<file path="config.mk">
export PLATFORM = sky130hd
export DESIGN_NAME = fifo_drain
export DESIGN_NICKNAME = d
export VERILOG_FILES = /design/src/rtl/fifo_drain.sv
export SDC_FILE = /design/constraint.sdc
export NUM_CORES = 1
export LEC_CHECK = 0
export ABC_AREA = 1
export CELL_PAD_IN_SITES_DETAIL_PLACEMENT = 1
export CELL_PAD_IN_SITES_GLOBAL_PLACEMENT = 1
export CORE_MARGIN = 2
export CORE_UTILIZATION = 40
export CTS_CLUSTER_DIAMETER = 120
export DETAILED_ROUTE_END_ITERATION = 8
export GPL_ROUTABILITY_DRIVEN = 0
export PLACE_DENSITY_LB_ADDON = 0.1
export SYNTH_ARGS = -nofsm -noshare
export SYNTH_HDL_FRONTEND = slang
export SYNTH_SLANG_ARGS = --single-unit
</file>
<file path="constraint.sdc">
create_clock -name clk -period 2.8 [get_ports clk]
set_input_delay 0.28 -clock clk [delete_from_list [all_inputs] [get_ports clk]]
set_output_delay 0.28 -clock clk [all_outputs]
set_load 0.1 [all_outputs]
</file>
<file path="src/rtl/fifo_drain.sv">
// Read-side controller for the 32-deep synchronous FIFO: pops words and re-presents
// them as a valid/ready stream through a 2-entry skid buffer, throttling near empty.
module fifo_drain #(
  parameter int WIDTH  = 32,
  parameter int LEN_W  = 16,
  parameter int SETTLE = 2
) (
  input  logic             clk,
  input  logic             rst_n,
  input  logic             start,
  input  logic [LEN_W-1:0] burst_len,
  input  logic             stop,
  output logic             busy,
  output logic             done,
  output logic [LEN_W-1:0] words_sent,
  output logic             fifo_rd_en,
  input  logic [WIDTH-1:0] fifo_data,
  input  logic             fifo_empty,
  input  logic             fifo_almost_empty,
  output logic             m_valid,
  input  logic             m_ready,
  output logic [WIDTH-1:0] m_data
);

  typedef enum logic [1:0] {IDLE, RUN, SETL, DONE} state_t;

  localparam int CW = (SETTLE > 1) ? $clog2(SETTLE) : 1;

  state_t           state;
  logic [LEN_W-1:0] len_q;
  logic [LEN_W-1:0] issued;
  logic             stop_seen;
  logic [CW-1:0]    settle_cnt;
  logic             inflight;
  logic [1:0]       occ;
  logic [WIDTH-1:0] head_q, tail_q;

  logic       pop, stop_now, len_ok, credit_ok, issue_end, drain_done, finish;
  logic [1:0] occ_nxt;

  assign pop      = m_valid & m_ready;
  assign stop_now = stop_seen | stop;
  assign len_ok   = (len_q == '0) || (issued < len_q);
  // Reserve a slot for every word already requested so an unconditional capture always fits.
  assign credit_ok = ({1'b0, occ} + {2'b0, inflight}) <= (3'd1 + {2'b0, pop});

  assign fifo_rd_en = (state == RUN) & ~fifo_empty & ~stop_now & len_ok & credit_ok;

  assign occ_nxt    = occ + {1'b0, inflight} - {1'b0, pop};
  assign issue_end  = stop_now | ((len_q != '0) & (issued == len_q));
  assign drain_done = ~fifo_rd_en & ~inflight & (occ_nxt == 2'd0);
  assign finish     = issue_end & drain_done;

  assign busy    = (state == RUN) | (state == SETL);
  assign done    = (state == DONE);
  assign m_valid = (occ != 2'd0);
  assign m_data  = head_q;

  always_ff @(posedge clk or negedge rst_n) begin
    if (!rst_n) begin
      state      <= IDLE;
      len_q      <= '0;
      issued     <= '0;
      stop_seen  <= 1'b0;
      settle_cnt <= '0;
      inflight   <= 1'b0;
      occ        <= 2'd0;
      head_q     <= '0;
      tail_q     <= '0;
      words_sent <= '0;
    end else begin
      inflight <= fifo_rd_en;

      case ({inflight, pop})
        2'b10: begin
          if (occ == 2'd0) head_q <= fifo_data;
          else             tail_q <= fifo_data;
          occ <= occ + 2'd1;
        end
        2'b01: begin
          head_q <= tail_q;
          occ    <= occ - 2'd1;
        end
        2'b11: begin
          if (occ == 2'd1) head_q <= fifo_data;
          else begin
            head_q <= tail_q;
            tail_q <= fifo_data;
          end
        end
        default: ;
      endcase

      if (pop)        words_sent <= words_sent + 1'b1;
      if (fifo_rd_en) issued     <= issued + 1'b1;

      case (state)
        IDLE: if (start) begin
          len_q      <= burst_len;
          issued     <= '0;
          words_sent <= '0;
          stop_seen  <= 1'b0;
          state      <= RUN;
        end
        RUN: begin
          if (stop) stop_seen <= 1'b1;
          if (finish) state <= DONE;
          else if (fifo_rd_en && fifo_almost_empty) begin
            settle_cnt <= CW'(SETTLE - 1);
            state      <= SETL;
          end
        end
        SETL: begin
          if (stop) stop_seen <= 1'b1;
          if (finish)                state <= DONE;
          else if (settle_cnt == '0) state <= RUN;
          else                       settle_cnt <= settle_cnt - CW'(1);
        end
        DONE: begin
          stop_seen <= 1'b0;
          state     <= IDLE;
        end
        default: state <= IDLE;
      endcase
    end
  end

endmodule

</file>
# After elaboration in Yosys (flattened, before gate mapping)
# Index checks and enable logic that the tools add are counted.
[word_totals]
reg_bits = 119
output_inout_bits = 52
[op_classes]
bitwise = 16
n_mux = 27
eq_ne = 18
add_sub_neg = 9
n_reduce_logical = 19
order_cmp = 2
[ops]
columns = ["operator", "count"]
rows = [
  ["two-way mux 32 bit", 4],
  ["two-way mux 16 bit", 6],
  ["one-hot mux 32 bit (3 select lines)", 1],
  ["one-hot mux 32 bit (2 select lines)", 1],
  ["adder 16 x 1 -> 16 bit (second input constant)", 2],
  ["== test 16 bit", 1],
  ["zero test 16 bit", 1],
  ["less-than comparator 16 bit", 1],
  ["nonzero test 16 bit", 1],
  ["!= test 2 bit (second input constant)", 6],
  ["two-way mux 2 bit", 5],
  ["bitwise AND 1 bit", 9],
  ["== test 2 bit (second input constant)", 4],
  ["one-hot mux 2 bit (4 select lines)", 1],
  ["nonzero test 2 bit", 4],
  ["== test 2 x 1 -> 1 bit (second input constant)", 3],
  ["zero test 2 bit", 3],
  ["two-way mux 1 bit", 6],
  ["AND reduction 2 bit", 3],
  ["AND reduction 3 bit", 2],
  ["!= test 2 x 1 -> 1 bit (second input constant)", 2],
  ["NOT 1 bit", 4],
  ["one-hot mux 2 bit (2 select lines)", 1],
  ["AND reduction 4 bit", 1],
  ["other kinds (17)", 19],
]

# Logic depth before layout (Yosys ltp)
# Gate-level depths: netlist (run 1).
[logic_depth]
ltp_word = 11
ltp_mapped = 19
depth_no_buf = 19

# Worst setup path after synthesis (run 1)
# No wires, ideal clock.
[synth_path]
kind = "reg2reg"
startpoint = "register occ[1]"
endpoint = "register issued[13]"
required_ns = 2.633
stages_incl_launch_ff = 11
slack_ns = -0.334
period_less_slack_ns = 3.134
t_arrival_ns = 2.966
setup_time_ns = 0.167
path_cell_list = "dfrtp_1 > inv_1 > ha_1 > inv_2 > nand2_4 > fa_1 > nand3_1 > a21oi_2 > a21boi_2 > buf_2 > a221oi_1"
[synth_via]
elab_chain_cells = 8
[synth_rtl]
columns = ["item", "line_no", "source"]
rows = [
  ["from (decl)", "35", "logic [1:0] occ;"],
  ["from (signal assigned)", "78", "occ <= occ + 2'd1;"],
  ["from (signal assigned)", "82", "occ <= occ - 2'd1;"],
  ["nonzero test 2 bit (*)", "56", "assign m_valid = (occ != 2'd0);"],
  ["net m_valid", "20", "output logic m_valid,"],
  ["bitwise AND 1 bit (*)", "41", "assign pop = m_valid & m_ready;"],
  ["adder 1 x 1 -> 2 bit (*)", "45", "assign credit_ok = ({1'b0, occ} + {2'b0, inflight}) <= (3'd1 + {2'b0, pop});"],
  ["less-or-equal comparator 3 x 2 -> 1 bit (*)", "45", ""],
  ["bitwise AND 1 bit (*)", "47", "assign fifo_rd_en = (state == RUN) & ~fifo_empty & ~stop_now & len_ok & credit_ok;"],
  ["net fifo_rd_en", "16", "output logic fifo_rd_en,"],
  ["two-way mux 16 bit (*)", "95", "if (fifo_rd_en) issued <= issued + 1'b1;"],
  ["two-way mux 16 bit", "98", "IDLE: if (start) begin"],
  ["two-way mux 16 bit (*)", "97", "case (state)"],
  ["to (signal assigned)", "95", ""],
  ["to (decl)", "31", "logic [LEN_W-1:0] issued;"],
]
# The timed path passes the listed nets; every way through them passes the cells marked *.
# A chain may end at the register's enable or synchronous reset.

# Worst setup path in the final report (run 1)
[layout_path]
startpoint = "register occ[0]"
endpoint = "output port fifo_rd_en"
[layout_via]
elab_chain_cells = 5
[layout_rtl]
columns = ["item", "line_no"]
rows = [
  ["nonzero test 2 bit", "56"],
  ["bitwise AND 1 bit", "41"],
  ["adder 1 x 1 -> 2 bit", "45"],
  ["less-or-equal comparator 3 x 2 -> 1 bit (*)", "45"],
  ["bitwise AND 1 bit (*)", "47"],
  ["to (decl)", "16"],
]
# Mark *: on every way between the ends. The rest lies on a longest branch, timed or not.

==> out/qor.txt, run 1 <==
Fmax - 0.3616 GHz
Synth Flop Type - dfrtp_1
Max Cap Viol - 0
Via count - 5132
Final Worst Setup Slack - 34.34 ps
Post-layout min period - 2766 ps
Power Total - 10.40 mW
Asr flop ratio synth - 100.0%
Most common cell after layout, fill and taps aside - nand2_1
Count of cell types in the netlist - 38
Post-Syn Area - 0.006175 sq mm
Post-layout util - 54.08%
EDFF count, synth - 0
Syn Inst Count - 691
Flop2flop setup slack - 290 ps
Max incr delay on CP - 520 ps
Initial DRC Count - 150
Normalized max-slew margin - 26.56%
Worst path slowest cell - fa_1
Core Region - 0.01515 sq mm
Clock sink count - 119
Dpl ws - 17.60 ps
Area delta synth->final - 32.64%
Clock skew - 6.586 ps
Worst-path clk slew - 60 ps
Leakage power - 4.010 nW
Reg2reg end - issued[8]
Most frequent CP cell - buf_12
WS Path Type - reg -> out
Worst-Skew Late Latency - 420 ps
Vias in the first global route - 5534
Worst path cell trace - buf_4, ha_2, fa_1, nand3_1, a21oi_2, a21boi_4, buf_12, buf_12
Most frequent cells in the layout - nand2_1 (123), dfrtp_1 (118), inv_1 (115), buf_4 (67), o21ai_0 (60)
Startpoint Class - flop
Final WL - 16330 um
Clk buf depth - 2
# setup viols final - 0
Total GRT Usage - 21.39%
Initial Util - 40.77%
Final Net Count - 904
CP arrival - 2490 ps
Ratio of cells with drive above 1 in the final layout - 19.32%
Element type at the critical path end - output port
Initial antenna violation count - 0
Top cell type by total area after synthesis - dfrtp_1
Post-Syn Nets - 780
Clock root cell - clkbuf_16
Worst Tran Pin Value - 1097 ps
First-pass GRT wire length - 27750 um
Worst hold slack - 334.1 ps
Synth area leaders - dfrtp_1 (48%), nand2_1 (7.5%), inv_1 (7.1%)
Post-synth top area share - 48.23%
Dpl hpwl - 11360 um
Number of CTS-inserted buffers - 17
Final Max Slew Viols - 0
Via density - 5.051
Critical path peak fanout - 6
Top-Level Pins - 107
Die area - 0.01645 sq mm
Htree depth - 4
Status - completed
Synth Area per Inst - 8.936 sq um
RSZ-0062 raised after global routing - yes
Pwr/cell area - 1269 mW/mm^2
Final worst path period share - 98.77%
Wire per inst - 16.07 um
Worst hold-check path type - in -> async
Post-route ant nets - 0
Max VDD drop - 0.8280 mV
Final hold violation count - 0
Largest net degree at the start of global routing - 67
PortBufs - 106
Critical Path RT - 2520 ps
Seq/Total Area, Yosys - 48.23%
Grt total ovfl - 0
CTS tree - yes
Ant diodes - 0
DRT Pass-1 Iters - 4
Row Count - 45
Die Ht - 128.2 um
Yosys warning total - 0
Reg2Reg Depth - 11
Die W - 128.2 um
DRC viols - 0
R2r startpoint - occ[0]
Synthesized flop and latch total - 119
routing by layer:
metal,vias to the layer above,track usage (%),routed length [um]
li1,2494,-,-
met1,2530,27.15,7343
met4,0,7.304,296
met5,-,0,0
met3,21,3.881,557
met2,87,36.76,8131
metrics by stage:
step	TNS, ps	instances	instance area (sq um)
after global placement	0	972	7425
after global routing	-68.71	1016	8190
final	0	1016	8190
after floorplan	0	691	6180
after detailed placement	0	972	7425
after CTS	0	1016	8187
where the power goes:
| part | switching, mW | internal (mW) | leakage (nW) | total (mW) |
|---|---|---|---|---|
| sequential | 0.432 | 2.39 | 1.52 | 2.82 |
| combinational | 3.72 | 1.58 | 2.19 | 5.30 |
| clock | 0.761 | 1.51 | 0.299 | 2.28 |
worst max path at each step:
| stage | start | to | slack, ps | depth (start not counted) |
|---|---|---|---|---|
| 6_report | occ[0] | fifo_rd_en | 30 | 8 |
| 4_1_cts | occ[0] | fifo_rd_en | 9 | 9 |
| 5_1_grt | occ[0] | fifo_rd_en | -70 | 10 |
| 3_3_place_gp | occ[1] | state[0] | 200 | 17 |
| 2_1_floorplan | occ[1] | fifo_rd_en | 10 | 9 |
| 3_5_place_dp | occ[1] | state[1] | 20 | 17 |
flip-flops by register name, summed over array words and instances, names as in the netlist:
register / flops
m_data: 32
tail_q: 32
issued: 16
len_q: 16
words_sent: 16
occ: 2
state: 2
inflight: 1
settle_cnt: 1
stop_seen: 1
cell usage after synthesis (7+ instances only):
library cell,instances
xor2_1,15
inv_1,117
dfrtp_1,119
mux2_2,32
nand4_1,9
a21oi_1,16
nor2_1,49
nand3_1,16
ha_1,33
o21ai_0,60
nand2_1,123
clkbuf_1,16
xnor2_1,7
o22ai_1,32
repair_timing:
item / CTS / global route
endpoints found under the hold margin: 27 / 0
gates cloned: 1 / 0
gates resized for setup: 7 / 1
pin swaps: 5 / 2
setup endpoints to repair: 2 / 4
hold buffers: 1 / 0
buffers inserted: 10 / 1
cell families after synthesis:
group,after synthesis,share of synthesized area [%]
simple gates,218,15.66
buf+inv,141,8.733
compound gates,125,11.41
flops,119,48.23
fa+ha+maj,34,7.011
mux,32,5.836
xor+xnor,22,3.121
cell type report:
type | instances | area [sq um]
Timing Repair Buffer | 128 | 1196
Clock inverter | 7 | 115.1
Sequential cell | 119 | 2979
Inverter | 118 | 445.4
Clock buffer | 25 | 505.5
Multi-Input combinational cell | 431 | 2714
Fill cell | 1719 | 6955
Tap cell | 188 | 235.2
worst max-delay path, delay by kind of cell, from the launching register on:
family          cells  cell delay [ps]
fa+ha+maj           2              700
buf+inv             3              460
compound gates      2              400
flops               1              390
simple gates        1              110
No activity file was read; power rests on OpenSTA's default activity.
==> run 2: changes to the inputs <==
- GPL_TIMING_DRIVEN: default -> 0
==> run 2 against run 1 <==
  * Critical path depth up 1
  * Largest power group unchanged
  * Critical endpoint unchanged
  * Sequential cell count unchanged
  * Register-to-register slack worse by 140 ps
  * Critical path type unchanged
  * Die area unchanged
  * Clock skew up 2.3 ps
  * Wire length up 5.6%
  * Clock power down 2%
  * Worst hold slack better by 13 ps
  * First-iteration DRC count up 0.67%
  * Sequential share of layout area down 0.23 points
  * Power about the same
==> out/qor.txt, run 2 (synthesis results as in run 1) <==
Top-Level Pins - 107 (unchanged)
Worst Tran Pin Value - 1025 ps (was 1097 ps)
Number of CTS-inserted buffers - 17 (unchanged)
Worst path cell trace - buf_4, ha_1, fa_1, nand2_1, o21bai_1, a21oi_2, a21boi_4, buf_6, buf_12 (was buf_4, ha_2, fa_1, nand3_1, a21oi_2, a21boi_4, buf_12, buf_12)
Post-route ant nets - 0 (unchanged)
Final-layout fill cell count - 1752 (was 1719)
Clock sink count - 119 (unchanged)
Initial Util - 40.77% (unchanged)
Final Worst Setup Slack - 36.48 ps (was 34.34 ps)
Row Count - 45 (unchanged)
Clk buf depth - 2 (unchanged)
Placed standard-cell area - 0.007505 sq mm (was 0.007425 sq mm)
# setup viols final - 0 (unchanged)
Dpl hpwl - 12570 um (was 11360 um)
Final Cell Area - 0.008242 sq mm (was 0.008190 sq mm)
Via density - 5.121 (was 5.051)
CTS tree - yes (unchanged)
Clock skew - 8.839 ps (was 6.586 ps)
Ant diodes - 0 (unchanged)
Normalized max-slew margin - 31.42% (was 26.56%)
Total GRT Usage - 22.67% (was 21.39%)
Die W - 128.2 um (unchanged)
Worst-path clk slew - 50 ps (was 60 ps)
Ratio of cells with drive above 1 in the final layout - 12.38% (was 19.32%)
Wire per inst - 16.78 um (was 16.07 um)
Clock root cell - clkbuf_16 (unchanged)
Max incr delay on CP - 470 ps (was 520 ps)
Htree depth - 4 (unchanged)
WS Path Type - reg -> out (unchanged)
Final Net Count - 916 (was 904)
Most common cell after layout, fill and taps aside - nand2_1 (unchanged)
Leakage power - 3.919 nW (was 4.010 nW)
Die Ht - 128.2 um (unchanged)
Worst-Skew Late Latency - 420 ps (about the same)
Status - completed (unchanged)
Initial DRC Count - 151 (was 150)
Largest net degree at the start of global routing - 77 (was 67)
Via count - 5264 (was 5132)
RSZ-0062 raised after global routing - yes (unchanged)
Dpl ws - -1089 ps (was 17.60 ps)
Die area - 0.01645 sq mm (unchanged)
PortBufs - 106 (unchanged)
Critical Path RT - 2520 ps (about the same)
Initial antenna violation count - 0 (unchanged)
Fmax - 0.3619 GHz (was 0.3616 GHz)
Reg2Reg Depth - 11 (unchanged)
DRT Pass-1 Iters - 4 (unchanged)
Startpoint Class - flop (unchanged)
Final WL - 17250 um (was 16330 um)
Max Cap Viol - 0 (unchanged)
Final hold violation count - 0 (unchanged)
Element type at the critical path end - output port (unchanged)
Vias in the first global route - 5839 (was 5534)
Final Max Slew Viols - 0 (unchanged)
Worst hold-check path type - in -> async (unchanged)
Post-layout min period - 2764 ps (was 2766 ps)
Area delta synth->final - 33.48% (was 32.64%)
Grt total ovfl - 0 (unchanged)
Reg2reg end - m_data[1] (was issued[8])
Critical path peak fanout - 3 (was 6)
First-pass GRT wire length - 29070 um (was 27750 um)
DRC viols - 0 (unchanged)
Worst path slowest cell - fa_1 (unchanged)
R2r startpoint - occ[1] (was occ[0])
Final worst path period share - 98.70% (was 98.77%)
Most frequent cells in the layout - nand2_1 (123), dfrtp_1 (118), inv_1 (115), clkdlybuf4s50_1 (103), o21ai_0 (60) (was nand2_1 (123), dfrtp_1 (118), inv_1 (115), buf_4 (67), o21ai_0 (60))
Flop2flop setup slack - 150 ps (was 290 ps)
Pwr/cell area - 1262 mW/mm^2 (was 1269 mW/mm^2)
Max VDD drop - 0.7544 mV (was 0.8280 mV)
CP arrival - 2480 ps (was 2490 ps)
Core Region - 0.01515 sq mm (unchanged)
[run 2: final cells by class]
cell class / instances / area, sq um / share of cell area (%)
Buffer: 23 / 110.1 / 1.336
Clock buffer: 24 / 481.7 / 5.845
Clock inverter: 8 / 120.1 / 1.457
Inverter: 118 / 445.4 / 5.405
Multi-Input combinational cell: 431 / 2690 / 32.64
Sequential cell: 119 / 2979 / 36.15
Tap cell: 188 / 235.2 / 2.854
Timing Repair Buffer: 117 / 1180 / 14.32
[run 2: routing by layer]
| layer | share of wire (%) | GRT usage (%) |
|---|---|---|
| met1 | 43 | 27.46 |
| met5 | 0 | 0 |
| met4 | 1.5 | 7.498 |
| met2 | 52 | 39.96 |
| met3 | 3.3 | 5.008 |
[run 2: worst max path at each step]
stage,from,to,cells after the start
final,occ[0],fifo_rd_en,9
after global routing,occ[0],fifo_rd_en,11
after CTS,occ[0],fifo_rd_en,11
after detailed placement,occ[1],fifo_rd_en,10
after global placement,rst_n,issued[7],1
after floorplan,occ[1],fifo_rd_en,9
[run 2: report_power, final]
group | internal, mW | switching, mW | total [mW] | leakage (nW)
combinational | 1.60 | 3.73 | 5.33 | 2.11
sequential | 2.39 | 0.438 | 2.83 | 1.52
clock | 1.46 | 0.773 | 2.24 | 0.290
[run 2: worst max-delay path: cells and delay by family, from the launching register on]
family                     cells  cell delay (ps)
buffers and inverters          3              440
and+or+nand+nor                1               80
DFF                            1              390
AOI/OAI and AO/OA              3              470
adders and majority gates      2              670
[run 2: metrics by stage]
step	power [mW]	instances	hold slack [ps]	util (%)	setup TNS, ps
4_1_cts	10.46	1027	371.5	54.28	0
6_report	10.40	1028	346.9	54.42	0
3_3_place_gp	7.794	985	465.9	49.36	-397890
2_1_floorplan	6.668	691	-15.59	-	0
3_5_place_dp	8.057	986	238.9	49.55	-1415
5_1_grt	11.07	1028	387.7	54.42	-93.52
[run 2: timing repair]
item,4_1_cts,5_1_grt
hold buffers,1,0
endpoints found under the hold margin,43,0
pin swaps,5,2
resized for setup,16,15
setup endpoints to repair,25,64
setup buffers,8,1
